==> src/rtl/wb_pkg.sv <==
// wb_pkg: shared types and sizes for the register-file write-back path.
//   XLEN, AW, NREGS : data width, register address width, register count.
//   wb_entry_t      : one queued write (destination register + result data).
package wb_pkg;
  localparam int XLEN  = 32;
  localparam int AW    = 5;
  localparam int NREGS = 32;

  typedef struct packed {
    logic [AW-1:0]   addr;
    logic [XLEN-1:0] data;
  } wb_entry_t;
endpackage

==> src/rtl/wb_fifo.sv <==
// wb_fifo: synchronous FIFO of wb_entry_t used to buffer accepted results.
// Ports:
//   clk, rst         clock, asynchronous active-high reset (empties the FIFO)
//   push, push_entry write an entry (ignored when full)
//   pop              drop the head entry (ignored when empty)
//   full, empty      occupancy flags, derived from registered pointers only
//   head             oldest entry, read straight from storage
module wb_fifo
  import wb_pkg::*;
#(
  parameter int DEPTH = 4
) (
  input  logic      clk,
  input  logic      rst,
  input  logic      push,
  input  wb_entry_t push_entry,
  input  logic      pop,
  output logic      full,
  output logic      empty,
  output wb_entry_t head
);
  localparam int PW = $clog2(DEPTH);

  // Pointers carry one extra wrap bit so full and empty are distinguishable.
  logic [PW:0] wr_ptr_q, wr_ptr_d;
  logic [PW:0] rd_ptr_q, rd_ptr_d;
  wb_entry_t   mem_q [DEPTH];

  always_comb begin
    // NOTE: every always_comb output gets a default first so no path leaves it unassigned (no latch).
    wr_ptr_d = wr_ptr_q;
    rd_ptr_d = rd_ptr_q;
    if (push && !full)  wr_ptr_d = wr_ptr_q + (PW+1)'(1);
    if (pop  && !empty) rd_ptr_d = rd_ptr_q + (PW+1)'(1);
  end

  always_ff @(posedge clk or posedge rst) begin
    // NOTE: state flops use non-blocking assignments so all flops update together at the edge.
    if (rst) begin
      wr_ptr_q <= '0;
      rd_ptr_q <= '0;
    end else begin
      wr_ptr_q <= wr_ptr_d;
      rd_ptr_q <= rd_ptr_d;
    end
  end

  // NOTE: storage is deliberately not reset; the pointers alone define which entries are valid.
  always_ff @(posedge clk) begin
    if (push && !full) mem_q[wr_ptr_q[PW-1:0]] <= push_entry;
  end

  assign empty = (wr_ptr_q == rd_ptr_q);
  assign full  = (wr_ptr_q[PW] != rd_ptr_q[PW]) &&
                 (wr_ptr_q[PW-1:0] == rd_ptr_q[PW-1:0]);
  assign head  = mem_q[rd_ptr_q[PW-1:0]];
endmodule

==> src/rtl/reg_wb_ctrl.sv <==
// reg_wb_ctrl: write-side controller of the 32x32 register file.
// Accepts results from the load unit (priority) and the ALU over valid/ready,
// buffers them in wb_fifo and retires one register-file write per cycle.
// A per-register busy mask lets decode stall on RAW/WAW hazards.
// Ports:
//   clk, rst                          clock, asynchronous active-high reset
//   ld_valid/ready/addr/data          load-unit result handshake
//   alu_valid/ready/addr/data         ALU result handshake
//   we, w_addr, w_data                register-file write port
//   iss_valid, iss_addr, iss_ready    decode issue (marks destination busy)
//   q_addr1/2, q_busy1/2              source-operand busy queries
// Build option: define WB_BYPASS_EN to let a result accepted into an empty
// FIFO drive the write port combinationally in the same cycle.
module reg_wb_ctrl
  import wb_pkg::*;
#(
  parameter int DEPTH = 4,
  parameter int XLEN  = wb_pkg::XLEN,
  parameter int AW    = wb_pkg::AW
) (
  input  logic            clk,
  input  logic            rst,
  input  logic            ld_valid,
  output logic            ld_ready,
  input  logic [AW-1:0]   ld_addr,
  input  logic [XLEN-1:0] ld_data,
  input  logic            alu_valid,
  output logic            alu_ready,
  input  logic [AW-1:0]   alu_addr,
  input  logic [XLEN-1:0] alu_data,
  output logic            we,
  output logic [AW-1:0]   w_addr,
  output logic [XLEN-1:0] w_data,
  input  logic            iss_valid,
  input  logic [AW-1:0]   iss_addr,
  output logic            iss_ready,
  input  logic [AW-1:0]   q_addr1,
  input  logic [AW-1:0]   q_addr2,
  output logic            q_busy1,
  output logic            q_busy2
);
  localparam int NR = 1 << AW;

  wb_entry_t       push_entry;
  wb_entry_t       head;
  logic            full, empty;
  logic            ld_fire, alu_fire, push_valid, fifo_push;
  logic [NR-1:0]   busy_q, busy_d;

  // Ready depends only on occupancy (and ld_valid for the ALU), never on data.
  assign ld_ready  = !full;
  assign alu_ready = !full && !ld_valid;
  assign ld_fire   = ld_valid  && ld_ready;
  assign alu_fire  = alu_valid && alu_ready;

  // Results to x0 complete the handshake but are dropped here.
  assign push_entry = ld_fire ? wb_entry_t'({ld_addr, ld_data})
                              : wb_entry_t'({alu_addr, alu_data});
  assign push_valid = (ld_fire || alu_fire) && (push_entry.addr != '0);

  wb_fifo #(.DEPTH(DEPTH)) u_fifo (
    .clk        (clk),
    .rst        (rst),
    .push       (fifo_push),
    .push_entry (push_entry),
    .pop        (we),
    .full       (full),
    .empty      (empty),
    .head       (head)
  );

  // Write port comes from the FIFO head; zeroed when empty so reset shows 0s.
  always_comb begin
    we        = 1'b0;
    w_addr    = '0;
    w_data    = '0;
    fifo_push = push_valid;
    if (!empty) begin
      we     = 1'b1;
      w_addr = head.addr;
      w_data = head.data;
    end
`ifdef WB_BYPASS_EN
    // Empty FIFO: the accepted result goes straight to the register file
    // and is not enqueued. Gated by rst so nothing writes during reset.
    else if (push_valid && !rst) begin
      we        = 1'b1;
      w_addr    = push_entry.addr;
      w_data    = push_entry.data;
      fifo_push = 1'b0;
    end
`endif
  end

  // Busy mask: clear on write, set on issue; set is applied last so it wins.
  always_comb begin
    busy_d = busy_q;
    if (we) busy_d[w_addr] = 1'b0;
    if (iss_valid && iss_ready && (iss_addr != '0)) busy_d[iss_addr] = 1'b1;
    busy_d[0] = 1'b0;
  end

  always_ff @(posedge clk or posedge rst) begin
    if (rst) busy_q <= '0;
    else     busy_q <= busy_d;
  end

  assign iss_ready = !busy_q[iss_addr];
  assign q_busy1   = busy_q[q_addr1];
  assign q_busy2   = busy_q[q_addr2];
endmodule

==> config.mk <==
export PLATFORM = sky130hd
export DESIGN_NAME = reg_wb_ctrl
export DESIGN_NICKNAME = d
export VERILOG_FILES = /design/src/rtl/wb_pkg.sv /design/src/rtl/wb_fifo.sv /design/src/rtl/reg_wb_ctrl.sv
export SDC_FILE = /design/constraint.sdc
export NUM_CORES = 1
export LEC_CHECK = 0
export ABC_AREA = 0
export CAP_MARGIN = 20
export CELL_PAD_IN_SITES_DETAIL_PLACEMENT = 1
export CELL_PAD_IN_SITES_GLOBAL_PLACEMENT = 1
export CORE_AREA = 2 2 140 142
export CTS_BUF_LIST = sky130_fd_sc_hd__clkbuf_2 sky130_fd_sc_hd__clkbuf_4 sky130_fd_sc_hd__clkbuf_8
export DETAILED_ROUTE_END_ITERATION = 12
export DIE_AREA = 0 0 142 144
export HOLD_SLACK_MARGIN = 0.08
export PLACE_DENSITY_LB_ADDON = 0.2
export SETUP_SLACK_MARGIN = 0.2
export SYNTH_ARGS = -nofsm -noshare
export SYNTH_HDL_FRONTEND = slang
export SYNTH_SLANG_ARGS = --single-unit
==> constraint.sdc <==
create_clock -name clk -period 5.8 [get_ports clk]
set_clock_uncertainty 0.05 [all_clocks]
set_input_delay 1.45 -clock clk [delete_from_list [all_inputs] [get_ports clk]]
set_output_delay 1.45 -clock clk [all_outputs]
set_load 0.02 [all_outputs]
# Word-level counts from Yosys, hierarchy flattened
# Memory sizes are Yosys's and may differ from the RTL's.
# Index checks and enable logic that the tools add are counted.
[classes]
n_bitwise = 3
n_eq_ne = 3
order_cmp = 6
muxes = 18
n_reduce_logical = 18
add_sub_neg = 2
[op_table]
columns = ["cell", "count"]
rows = [
  ["$mux 32", 3],
  ["$mux 37", 1],
  ["$and 32x32->32", 1],
  ["$not 32->32", 1],
  ["$or 32x32->32", 1],
  ["$lt 5x6->1 const B", 4],
  ["$bmux 1 s5", 3],
  ["$logic_and 1x1->1", 11],
  ["$demux 1 s5", 2],
  ["$ge 5x1->1 const B", 2],
  ["$reduce_bool 5->1", 2],
  ["$mux 1", 8],
  ["$add 3x1->3 const B", 2],
  ["$mux 5", 1],
  ["$logic_not 1->1", 4],
  ["$eq 3x3->1", 1],
  ["$eq 2x2->1", 1],
  ["$logic_or 1x1->1", 1],
  ["$ne 1x1->1", 1],
]
[word_totals]
elab_cells = 54
output_inout_bits = 43
ff_bits = 37
input_bits = 94
n_memories = 1
ram_bits = 148
[mem_list]
columns = ["name", "words", "width", "rd", "rd_ports_with_merged_regs", "wr", "line_no", "source"]
rows = [
  ["u_fifo.mem_q", 4, 37, 1, 0, 1, "wb_fifo.sv:27", "wb_entry_t mem_q [DEPTH];"],
]

# Logic depth before layout (Yosys ltp)
# Gate-level depths: netlist of the first run.
[depth]
word_depth = 11
depth_mapped = 8
mapped_depth_nobuf = 5

# Cells and area by module
# A second synthesis of the first run with hierarchy kept.
[hier_totals]
hier_cells = 573
hier_area_um2 = 8802.2
[modules_own_cells]
columns = ["mod", "seq_area_each_um2", "instances", "cells_each", "area_each_um2"]
rows = [
  ["wb_fifo", 4594.4, 1, 244, 5823.1],
  ["reg_wb_ctrl", 775.7, 1, 329, 2979.1],
]

# Worst setup path before layout of the first run
# OpenSTA, ideal clock, no wires.
[synth_path]
path_type = "input-to-reg"
startpoint = "input ld_valid"
endpoint = "memory u_fifo.mem_q[3][0] in the netlist's numbering (enable)"
arrival_ns = 4.661
n_path_buf = 0
t_required_ns = 5.258
setup_slack_ns = 0.597
stages = 3
setup_time_ns = 0.492
cell_sequence = "nor2b_1 a21bo_2 a211oi_1"
[synth_via]
elab_chain_len = 8
elab_cells_between_ends = 11
cone_classes = "3 x mux; 8 x reduce/logical"
[synth_lines]
columns = ["element", "line_no", "source"]
rows = [
  ["start, declared", "reg_wb_ctrl.sv:23", "input logic ld_valid,"],
  ["branches (longest 4 deep; another with $mux 37)", "--", ""],
  ["$logic_and 1x1->1 (*)", "reg_wb_ctrl.sv:59", "assign push_valid = (ld_fire || alu_fire) && (push_entry.addr != '0);"],
  ["$logic_and 1x1->1 (*)", "wb_fifo.sv:50", "if (push && !full) mem_q[wr_ptr_q[PW-1:0]] <= push_entry;"],
  ["$mux 1 (*)", "wb_fifo.sv:50", ""],
  ["$mux 1 (implied by the code) (*)", "wb_fifo.sv:50", ""],
  ["end, declared", "wb_fifo.sv:27", ""],
]
# Every way passes the cells marked *.

# Final worst setup path of the first run
[layout_path]
startpoint = "input q_addr2[1]"
endpoint = "output q_busy2"
[layout_via]
elab_chain_len = 2
[layout_lines]
columns = ["element", "line_no", "source"]
rows = [
  ["start, declared", "reg_wb_ctrl.sv:38", "input logic [AW-1:0] q_addr2,"],
  ["$bmux 1 s5", "reg_wb_ctrl.sv:110", "assign q_busy2 = busy_q[q_addr2];"],
  ["$mux 1 (implied by the code)", "reg_wb_ctrl.sv:110", ""],
  ["end, declared", "reg_wb_ctrl.sv:40", "output logic q_busy2"],
]
# Every way passes these cells. The select of a mux whose other input is x is not followed.

==> metrics, run 1 <==
via/cell ratio=5.75; post-DP HPWL=14600 µm; delay-heaviest family, CP=buffers and inverters; DRC viols=0; Clk pwr share=0.139; Area after DPL=0.0104 mm²; clock tree sinks=185; gpl congestion=0.872; fmax=183 MHz; area leader, netlist=edfxtp_1; post-synthesis sequential area ratio=0.613; Root Buffer=clkbuf_8; critical-path maximum fanout=10; area of the die=0.0204 mm²; FP Rows=51; ratio of final minimum period to clock period=0.940; arrival time worst endpoint=3.95 ns; final hold violation count=0; CTS tree=done; Seq pwr share=0.358; fin crit period=5.45 ns; total congestion overflow=0; Yosys warnings=0; first-pass detailed-route iteration total=4; initial core utilization=0.459; total internal power=0.00396 W; max_cap viols=0; Top cell by count, worst path=clkdlybuf4s50_1; design area=0.0108 mm²; Max H-tree Level=4; worst-path cell chain=clkdlybuf4s50_1 > mux2i_1 > mux4_2 > o32ai_1 > a211o_1 > clkdlybuf4s50_1; Final nets=776; Tot Pwr=0.00646 W; setup tns final=0 ns; RSZ-0062 raised after global routing=false; leakage=3.71 nW; Synth top area share=0.508; global-route wire length before repair=33300 µm; Routed WL=21000 µm; CP bufs+invs=2; pin count of the biggest net entering global routing=41; IO buf count=136; synthesized cell area=0.00875 mm²; Max Transition Viols Final=0; Synth Instances=540; Yosys reg bits=185; status=finished, final reports clean; Hold Buf Count CTS=0; Ant. Diodes=0; unique cell type count in the Yosys netlist=58; worst hold slack=0.488 ns; CP Class=primary input to primary output; Clock transition at path regs=0.09 ns; share of cells above drive strength 1=0.219; Top Ports=137; Hold/Removal Path Class=flop to flop; Mapped Avg Cell Area=16.2 µm²; initial antenna violation count=0; final setup fails=0; crit path launch type=primary input; via count=5327; slowest stage cell, crit path=clkdlybuf4s50_1; Req. time, crit path=4.30 ns; Worst slew margin=0.292; core area=0.0191 mm²; syn nets=639; switch share=0.387; Chip Height=144 µm; Die X=142 µm; total CTS buffers=17; Worst path max stage delay=0.80 ns; Final WS setup=0.350 ns; vias in the first global route=6006; Peak VDD IR=0.250 mV; clk_lat worst skew=0.47 ns; GR Util All Layers=0.218; post-route ant nets=0; Post-synth EDFFs=148; post-place setup slack=0.313 ns; Sw Pwr=0.00250 W; Area Growth Syn to Fin=23.4%; Top FF cell, synth=edfxtp_1; Initial DRC Count=374; Async SR Flop Fraction=0.200; routed length per placed instance=22.7 µm; Worst-Margin Slew=1.06 ns; Synth area leaders=edfxtp_1, mux4_2, dfrtp_1, mux2_2, and2_1; Max Buffers Root-to-Sink=2; power per standard cell area=598 mW/mm²; Gate power share=0.503; type of element capturing the critical path=primary output
==> power groups by stage <==
stage	registers, W	logic (W)	clock network [W]
after floorplan	0.00224	0.00206	0
after global placement	0.00232	0.00320	0
after detailed placement	0.00235	0.00327	0
after CTS	0.00232	0.00329	0.000914
after global routing	0.00236	0.00352	0.000961
final	0.00231	0.00325	0.000896
==> cell families after synthesis <==
family | count (synthesis) | synth area share
adder cells (fa/ha/maj) | 5 | 0.00715
multiplexers | 105 | 0.209
flip-flops | 185 | 0.613
buffers and inverters | 44 | 0.0242
AND/OR/NAND/NOR | 115 | 0.0762
AO/OA/AOI/OAI | 76 | 0.0596
XOR/XNOR | 10 | 0.0100
==> metrics by stage <==
step | utilization | cells
2_1_floorplan | - | 540
3_3_place_gp | 0.543 | 894
3_5_place_dp | 0.543 | 895
4_1_cts | 0.565 | 926
5_1_grt | 0.566 | 927
6_report | 0.566 | 927
==> cell usage after synthesis (all sizes together), types with 2 or more instances <==
master,n
edfxtp,148
mux4,58
mux2,39
and2,38
dfrtp,37
o21ai,31
nand2,27
clkbuf,16
buf,14
inv,13
nand3b,10
o31ai,10
mux2i,8
o41ai,8
nor2,6
xnor2,6
ha,5
nand3,5
a21oi,4
a22o,4
nor2b,4
nor3,4
xor2,4
a22oi,3
nand4,3
a211o,2
a211oi,2
a221oi,2
and3b,2
nand2b,2
nor3b,2
nor4,2
o211ai,2
o32ai,2
or3,2
or3b,2
or4,2
==> state kept, by name, summed over array words and instances, names as in the netlist <==
name / flops
u_fifo.wr_ptr_q: 3
u_fifo.rd_ptr_q: 3
busy_q: 31
u_fifo.mem_q: 148
==> timing repair <==
item,in CTS,in global routing
setup buffers,0,0
hold endpoints to repair,0,0
gates resized for setup,0,1
endpoints found under the setup margin,0,1
==> area by class of cell <==
type / count / area (µm²)
Clock buffer: 17 / 234
Clock inverter: 14 / 180
Fill cell: 1775 / 8280
Inverter: 14 / 52.6
Multi-Input combinational cell: 311 / 3190
Sequential cell: 185 / 5370
Tap cell: 238 / 298
Timing Repair Buffer: 148 / 1480
==> layer usage <==
layer | global-route usage | vias to the layer above | share of wire
li1 | - | 2421 | -
met1 | 0.276 | 2745 | 0.42
met5 | 0 | - | 0
met4 | 0.0732 | 0 | 0.017
met2 | 0.375 | 128 | 0.51
met3 | 0.0493 | 33 | 0.049
==> path summary, 6_finish.rpt <==
| kind | from | cells after the start | end | slack, ns |
|---|---|---|---|---|
| max | q_addr2[1] | 6 | q_busy2 | 0.35 |
| max in group asynchronous | rst | 3 | u_fifo.rd_ptr_q[1] | 3.99 |
| min in group asynchronous | rst | 3 | busy_q[1] | 1.34 |
| min | u_fifo.wr_ptr_q[2] | 1 | u_fifo.wr_ptr_q[2] | 0.49 |
| min reg2reg | u_fifo.wr_ptr_q[2] | 1 | u_fifo.wr_ptr_q[2] | 0.49 |
| max reg2reg | u_fifo.wr_ptr_q[1] | 4 | u_fifo.mem_q[1][33] | 2.69 |
==> placed cells by master (no fill, tap or decap), types with 13 or more instances in the layout <==
cell and instances:
inv_1 13, o21ai_0 30, clkdlybuf4s50_1 135, mux4_2 56, nand2_1 26, mux2_2 39
clkbuf_8 17, edfxtp_1 148, and2_1 35, dfrtp_1 35
No activity file was read; power rests on OpenSTA's default activity.
==> run 2: changes to the inputs <==
--- a/config.mk
+++ b/config.mk
@@ -9,13 +9,15 @@
 export CAP_MARGIN = 20
 export CELL_PAD_IN_SITES_DETAIL_PLACEMENT = 1
 export CELL_PAD_IN_SITES_GLOBAL_PLACEMENT = 1
-export CORE_AREA = 2 2 140 142
+export CORE_AREA = 2 2 142 144
 export CTS_BUF_LIST = sky130_fd_sc_hd__clkbuf_2 sky130_fd_sc_hd__clkbuf_4 sky130_fd_sc_hd__clkbuf_8
+export CTS_CLUSTER_SIZE = 20
 export DETAILED_ROUTE_END_ITERATION = 12
-export DIE_AREA = 0 0 142 144
+export DIE_AREA = 0 0 144 146
 export HOLD_SLACK_MARGIN = 0.08
 export PLACE_DENSITY_LB_ADDON = 0.2
 export SETUP_SLACK_MARGIN = 0.2
 export SYNTH_ARGS = -nofsm -noshare
 export SYNTH_HDL_FRONTEND = slang
+export SYNTH_HIERARCHICAL = 1
 export SYNTH_SLANG_ARGS = --single-unit
==> metrics, run 2 <==
Worst slew margin=0.472 (+0.180); post-synthesis sequential area ratio=0.610 (-0.00340); setup tns final=0 ns (unchanged); IO buf count=136 (unchanged); fmax=185 MHz (+0.77%); Commonest cells post-synth=edfxtp_1, mux4_2, mux2_2; arrival time worst endpoint=3.91 ns (-0.04 ns); CP Class=primary input to primary output; Worst-Margin Slew=0.786 ns (-0.277 ns); r2r endpoint=u_fifo/mem_q[3][23]; Mapped Avg Cell Area=15.4 µm² (-5.2%); Yosys reg bits=185 (unchanged); first-pass detailed-route iteration total=5 (+1); Synth Instances=573 (+6.1%); Async SR Flop Fraction=0.200 (unchanged); Max Buffers Root-to-Sink=2 (unchanged); Req. time, crit path=4.30 ns (about the same); crit path launch type=primary input; count leader, synth=edfxtp_1; worst-path cell chain=clkdlybuf4s50_1 > mux4_2 > mux2_2 > a211oi_1 > a21oi_1 > clkdlybuf4s50_1; vias in the first global route=6220 (+3.6%); RSZ-0062 raised after global routing=false; Post-synth EDFFs=148 (unchanged); post-place setup slack=0.300 ns (-0.0132 ns); dpl cells=957 (+6.9%); Ant. Diodes=0 (unchanged); Final nets=810 (+4.4%); Top Ports=137 (unchanged); Die X=144 µm (+1.4%); path depth of the worst reg2reg path=10 (+6); Synth top area share=0.505 (-0.00281); design area=0.0109 mm² (+0.54%); Yosys warnings=6 (+6); Hold Buf Count CTS=0 (unchanged); leakage=3.72 nW (+0.22%); Routed WL=21900 µm (+4.1%); Finished Layout Cells=988 (+6.6%); Hold EP=busy_q[16]; Top cell by count, worst path=clkdlybuf4s50_1; routed length per placed instance=22.2 µm (-2.3%); post-route ant nets=0 (unchanged); Clock transition at path regs=0.10 ns (about the same); Synth area leaders=edfxtp_1, mux4_2, dfrtp_1, mux2_2, nor2b_1; initial antenna violation count=0 (unchanged); via count=5624 (+5.6%); Worst path max stage delay=0.78 ns (-0.02 ns); CTS tree=done; Max Transition Viols Final=0 (unchanged); global-route wire length before repair=34700 µm (+4.2%); Area Growth Syn to Fin=23.4% (about the same); status=finished, final reports clean; worst hold stages=1 (unchanged); Root Buffer=clkbuf_8; total CTS buffers=17 (unchanged); power per standard cell area=594 mW/mm² (-0.62%); FP Rows=51 (unchanged); core area=0.0193 mm² (+1.3%); share of cells above drive strength 1=0.206 (-0.0131); HP Start=busy_q[16]; ratio of final minimum period to clock period=0.933 (-0.00721); Top FF cell, synth=edfxtp_1; Peak VDD IR=0.336 mV (+34%); gpl congestion=0.883 (+1.3%); final setup fails=0 (unchanged); area of the die=0.0210 mm² (+2.8%); total congestion overflow=0 (unchanged); critical-path maximum fanout=10 (unchanged); GR Util All Layers=0.219 (+0.000700); commonest cells after routing, fill and taps aside=edfxtp_1, clkdlybuf4s50_1, mux4_2; pin count of the biggest net entering global routing=29 (-29%); Reg2Reg Launch Point=u_fifo/rd_ptr_q[0]; Hold/Removal Path Class=flop to flop; via/cell ratio=5.69 (-0.94%); slowest stage cell, crit path=clkdlybuf4s50_1; Initial DRC Count=327 (-13%); type of element capturing the critical path=primary output; Tot Pwr=0.00645 W (about the same); Max H-tree Level=4 (unchanged); max_cap viols=0 (unchanged); synthesized cell area=0.00880 mm² (+0.56%); Largest register FFs=148 (unchanged); clock tree sinks=185 (unchanged); final hold violation count=0 (unchanged); post-DP HPWL=15600 µm (+6.3%); DRC viols=0 (unchanged); Chip Height=146 µm (+1.4%); clk_lat worst skew=0.46 ns (about the same); flop-to-flop setup slack=1.23 ns (-1.46 ns); syn nets=672 (+5.2%); Final WS setup=0.391 ns (+0.0418 ns); unique cell type count in the Yosys netlist=44 (-24%); initial core utilization=0.455 (-0.00353); fin crit period=5.41 ns (-0.0418 ns); Area after DPL=0.0105 mm² (+1.1%); most common cell after layout, fill and taps aside=edfxtp_1; area leader, netlist=edfxtp_1
==> run 2: cell count changes after synthesis, sizes merged, moves of 9 or more <==
cell	change
o21ai	+14
nor2b	+36
and2	-37
nor2	+10
nand2b	+9
==> run 2: cells by family (layout without fill, tap and decap cells) <==
| group | count (synthesis) | count (layout) | synth area share |
|---|---|---|---|
| AO/OA/AOI/OAI | 96 | 96 | 0.0664 |
| flip-flops | 185 | 185 | 0.610 |
| multiplexers | 108 | 108 | 0.203 |
| XOR/XNOR | 9 | 9 | 0.00981 |
| adder cells (fa/ha/maj) | 5 | 5 | 0.00711 |
| AND/OR/NAND/NOR | 121 | 121 | 0.0751 |
| buffers and inverters | 49 | 199 | 0.0284 |
==> run 2: what timing repair did <==
action	CTS	global route
setup buffers	0	0
gates resized for setup	0	2
setup endpoints to repair	0	1
==> run 2: final cells by class <==
class                   count  area (µm²)
clock buffers              17         234
inverters                  16        60.1
multi-input cells         339        3200
well taps                 265         332
fillers                  1884        8470
clock inverters            14         144
repair buffers            152        1520
flip-flops and latches    185        5370
==> run 2: worst max path at each step <==
stage	startpoint	cells past startpoint	slack, ns	end
after floorplan	iss_addr[1]	6	1.24	iss_ready
after global placement	iss_addr[1]	6	0.30	iss_ready
after detailed placement	iss_addr[1]	6	0.30	iss_ready
after CTS	iss_addr[1]	6	0.27	iss_ready
after global routing	q_addr2[0]	6	0.27	q_busy2
final	q_addr2[0]	6	0.39	q_busy2
==> run 2: metrics by stage <==
step / hold WS [ns] / util
floorplan: 0.423 / -
global placement: 0.487 / 0.541
detailed placement: 0.496 / 0.542
CTS: 0.508 / 0.562
global route: 0.519 / 0.562
finish: 0.512 / 0.562
==> run 2: critical path, delay by kind of cell <==
| family | cells | cell delay, ns |
|---|---|---|
| AO/OA/AOI/OAI | 2 | 0.29 |
| buffers and inverters | 2 | 1.32 |
| multiplexers | 2 | 0.84 |
==> run 2: layer usage <==
layer | vias up | wire length (µm) | GRT usage
li1 | 2511 | - | -
met1 | 2915 | 9100 | 0.275
met2 | 165 | 11400 | 0.377
met3 | 33 | 928 | 0.0448
met4 | 0 | 452 | 0.0740
met5 | - | 0 | 0
==> run 2: power by group <==
part	total, W	internal [W]	switching, W	leakage [nW]
registers	0.00241	0.00208	0.000330	1.80
clock network	0.000840	0.000350	0.000490	0.185
logic	0.00320	0.00146	0.00174	1.74
==> run 3: changes to the inputs <==
--- a/config.mk
+++ b/config.mk
@@ -17,6 +17,7 @@
 export HOLD_SLACK_MARGIN = 0.08
 export PLACE_DENSITY_LB_ADDON = 0.2
 export SETUP_SLACK_MARGIN = 0.2
+export SLEW_MARGIN = 30
 export SYNTH_ARGS = -nofsm -noshare
 export SYNTH_HDL_FRONTEND = slang
 export SYNTH_HIERARCHICAL = 1
==> metrics, run 3 (same netlist as run 2, synthesis figures left out) <==
DRC viols=0 (unchanged); final setup fails=0 (unchanged); total CTS buffers=17 (unchanged); initial core utilization=0.455 (unchanged); initial antenna violation count=0 (unchanged); clk_lat worst skew=0.46 ns (about the same); via/cell ratio=5.74 (+0.91%); CP Class=primary input to primary output; setup tns final=0 ns (unchanged); Clock transition at path regs=0.10 ns (about the same); RSZ-0062 raised after global routing=false; Top Ports=137 (unchanged); commonest cells after routing, fill and taps aside=edfxtp_1, clkdlybuf4s50_1, mux4_2; Hold/Removal Path Class=flop to flop; IO buf count=136 (unchanged); Die X=144 µm (unchanged); crit path launch type=primary input; power per standard cell area=598 mW/mm² (+0.69%); GR Util All Layers=0.220 (+0.00109); Routed WL=22000 µm (+0.54%); dpl cells=956 (-0.10%); pin count of the biggest net entering global routing=32 (+10%); Initial DRC Count=364 (+11%); Hold Buf Count CTS=0 (unchanged); core area=0.0193 mm² (unchanged); status=finished, final reports clean; Max Transition Viols Final=0 (unchanged); first-pass detailed-route iteration total=5 (unchanged); routed length per placed instance=22.3 µm (+0.54%); max_cap viols=0 (unchanged); Tot Pwr=0.00649 W (+0.62%); post-DP HPWL=15500 µm (-0.50%); post-CTS setup buffers=0 (unchanged); clock tree sinks=185 (unchanged); Root Buffer=clkbuf_8; post-route ant nets=0 (unchanged); final hold violation count=0 (unchanged); total congestion overflow=0 (unchanged); share of cells above drive strength 1=0.210 (+0.00415); leakage=3.72 nW (about the same); Area Growth Syn to Fin=23.3% (about the same); Finished Layout Cells=988 (unchanged); via count=5675 (+0.91%); vias in the first global route=6241 (+0.34%); critical-path maximum fanout=10 (unchanged); fin crit period=5.41 ns (+0.00432 ns); Ant. Diodes=0 (unchanged); Worst slew margin=0.481 (+0.00920); Chip Height=146 µm (unchanged); gpl congestion=0.883 (unchanged); Max Buffers Root-to-Sink=2 (unchanged); area of the die=0.0210 mm² (unchanged); Max H-tree Level=4 (unchanged); Largest register FFs=148 (unchanged); ratio of final minimum period to clock period=0.933 (about the same); global-route wire length before repair=34800 µm (+0.18%); FP Rows=51 (unchanged); arrival time worst endpoint=3.91 ns (about the same); Req. time, crit path=4.30 ns (about the same); type of element capturing the critical path=primary output; most common cell after layout, fill and taps aside=edfxtp_1; PostCTS Resize Cnt=0 (unchanged); Worst-Margin Slew=0.772 ns (-0.0137 ns); CTS tree=done; Final nets=809 (-0.12%); Peak VDD IR=0.317 mV (-5.8%); fmax=185 MHz (about the same)
-- run 3: cell types whose count changed in the layout (fill, tap and decap cells not counted), sizes merged --
cell	delta
buf	-1
clkbuf	+1
clkinv	-1
clkinvlp	-1
inv	+2
-- run 3: layout make-up --
cell class,count,area (µm²)
flip-flops and latches,185,5370
repair buffers,151,1490
fillers,1871,8480
multi-input cells,339,3200
clock inverters,14,156
clock buffers,18,241
inverters,16,60.1
well taps,265,332
-- run 3: worst max-delay path, cell delays in order --
cell,delay [ns]
clkdlybuf4s50_1,0.78
mux4_2,0.57
mux2_2,0.27
a211oi_1,0.22
a21oi_1,0.07
clkdlybuf4s50_1,0.54
-- run 3: per-layer routing --
layer  track usage  share of wire  vias to the layer above
met4        0.0794          0.025                        0
met2         0.380           0.52                      154
met3        0.0411          0.044                       34
met1         0.276           0.41                     2974
li1              -              -                     2513
met5             0              0                        -
-- run 3: worst paths after layout --
kind	from	endpoint	slack, ns	cells after the start
setup / recovery	q_addr2[0]	q_busy2	0.39	6
hold / removal	u_fifo/wr_ptr_q[2]	u_fifo/wr_ptr_q[2]	0.52	1
setup reg to reg	u_fifo/rd_ptr_q[0]	u_fifo/mem_q[3][12]	1.24	10
hold reg to reg	u_fifo/wr_ptr_q[2]	u_fifo/wr_ptr_q[2]	0.52	1
max in group asynchronous	rst	busy_q[31]	3.83	2
min in group asynchronous	rst	u_fifo/wr_ptr_q[2]	1.26	2
-- run 3: where the power goes --
| group | total [W] | leakage (nW) | switching (W) | internal, W |
|---|---|---|---|---|
| clock network | 0.000865 | 0.201 | 0.000501 | 0.000364 |
| registers | 0.00241 | 1.80 | 0.000332 | 0.00208 |
| logic | 0.00322 | 1.72 | 0.00176 | 0.00146 |
-- run 3: metrics by stage --
stage	hold WS (ns)	setup WS [ns]	instance area, µm²	utilization
floorplan	0.423	1.24	8800	-
global placement	0.487	0.296	10500	0.541
detailed placement	0.510	0.301	10500	0.541
CTS	0.526	0.275	10900	0.561
global route	0.539	0.265	10900	0.561
finish	0.519	0.387	10900	0.561
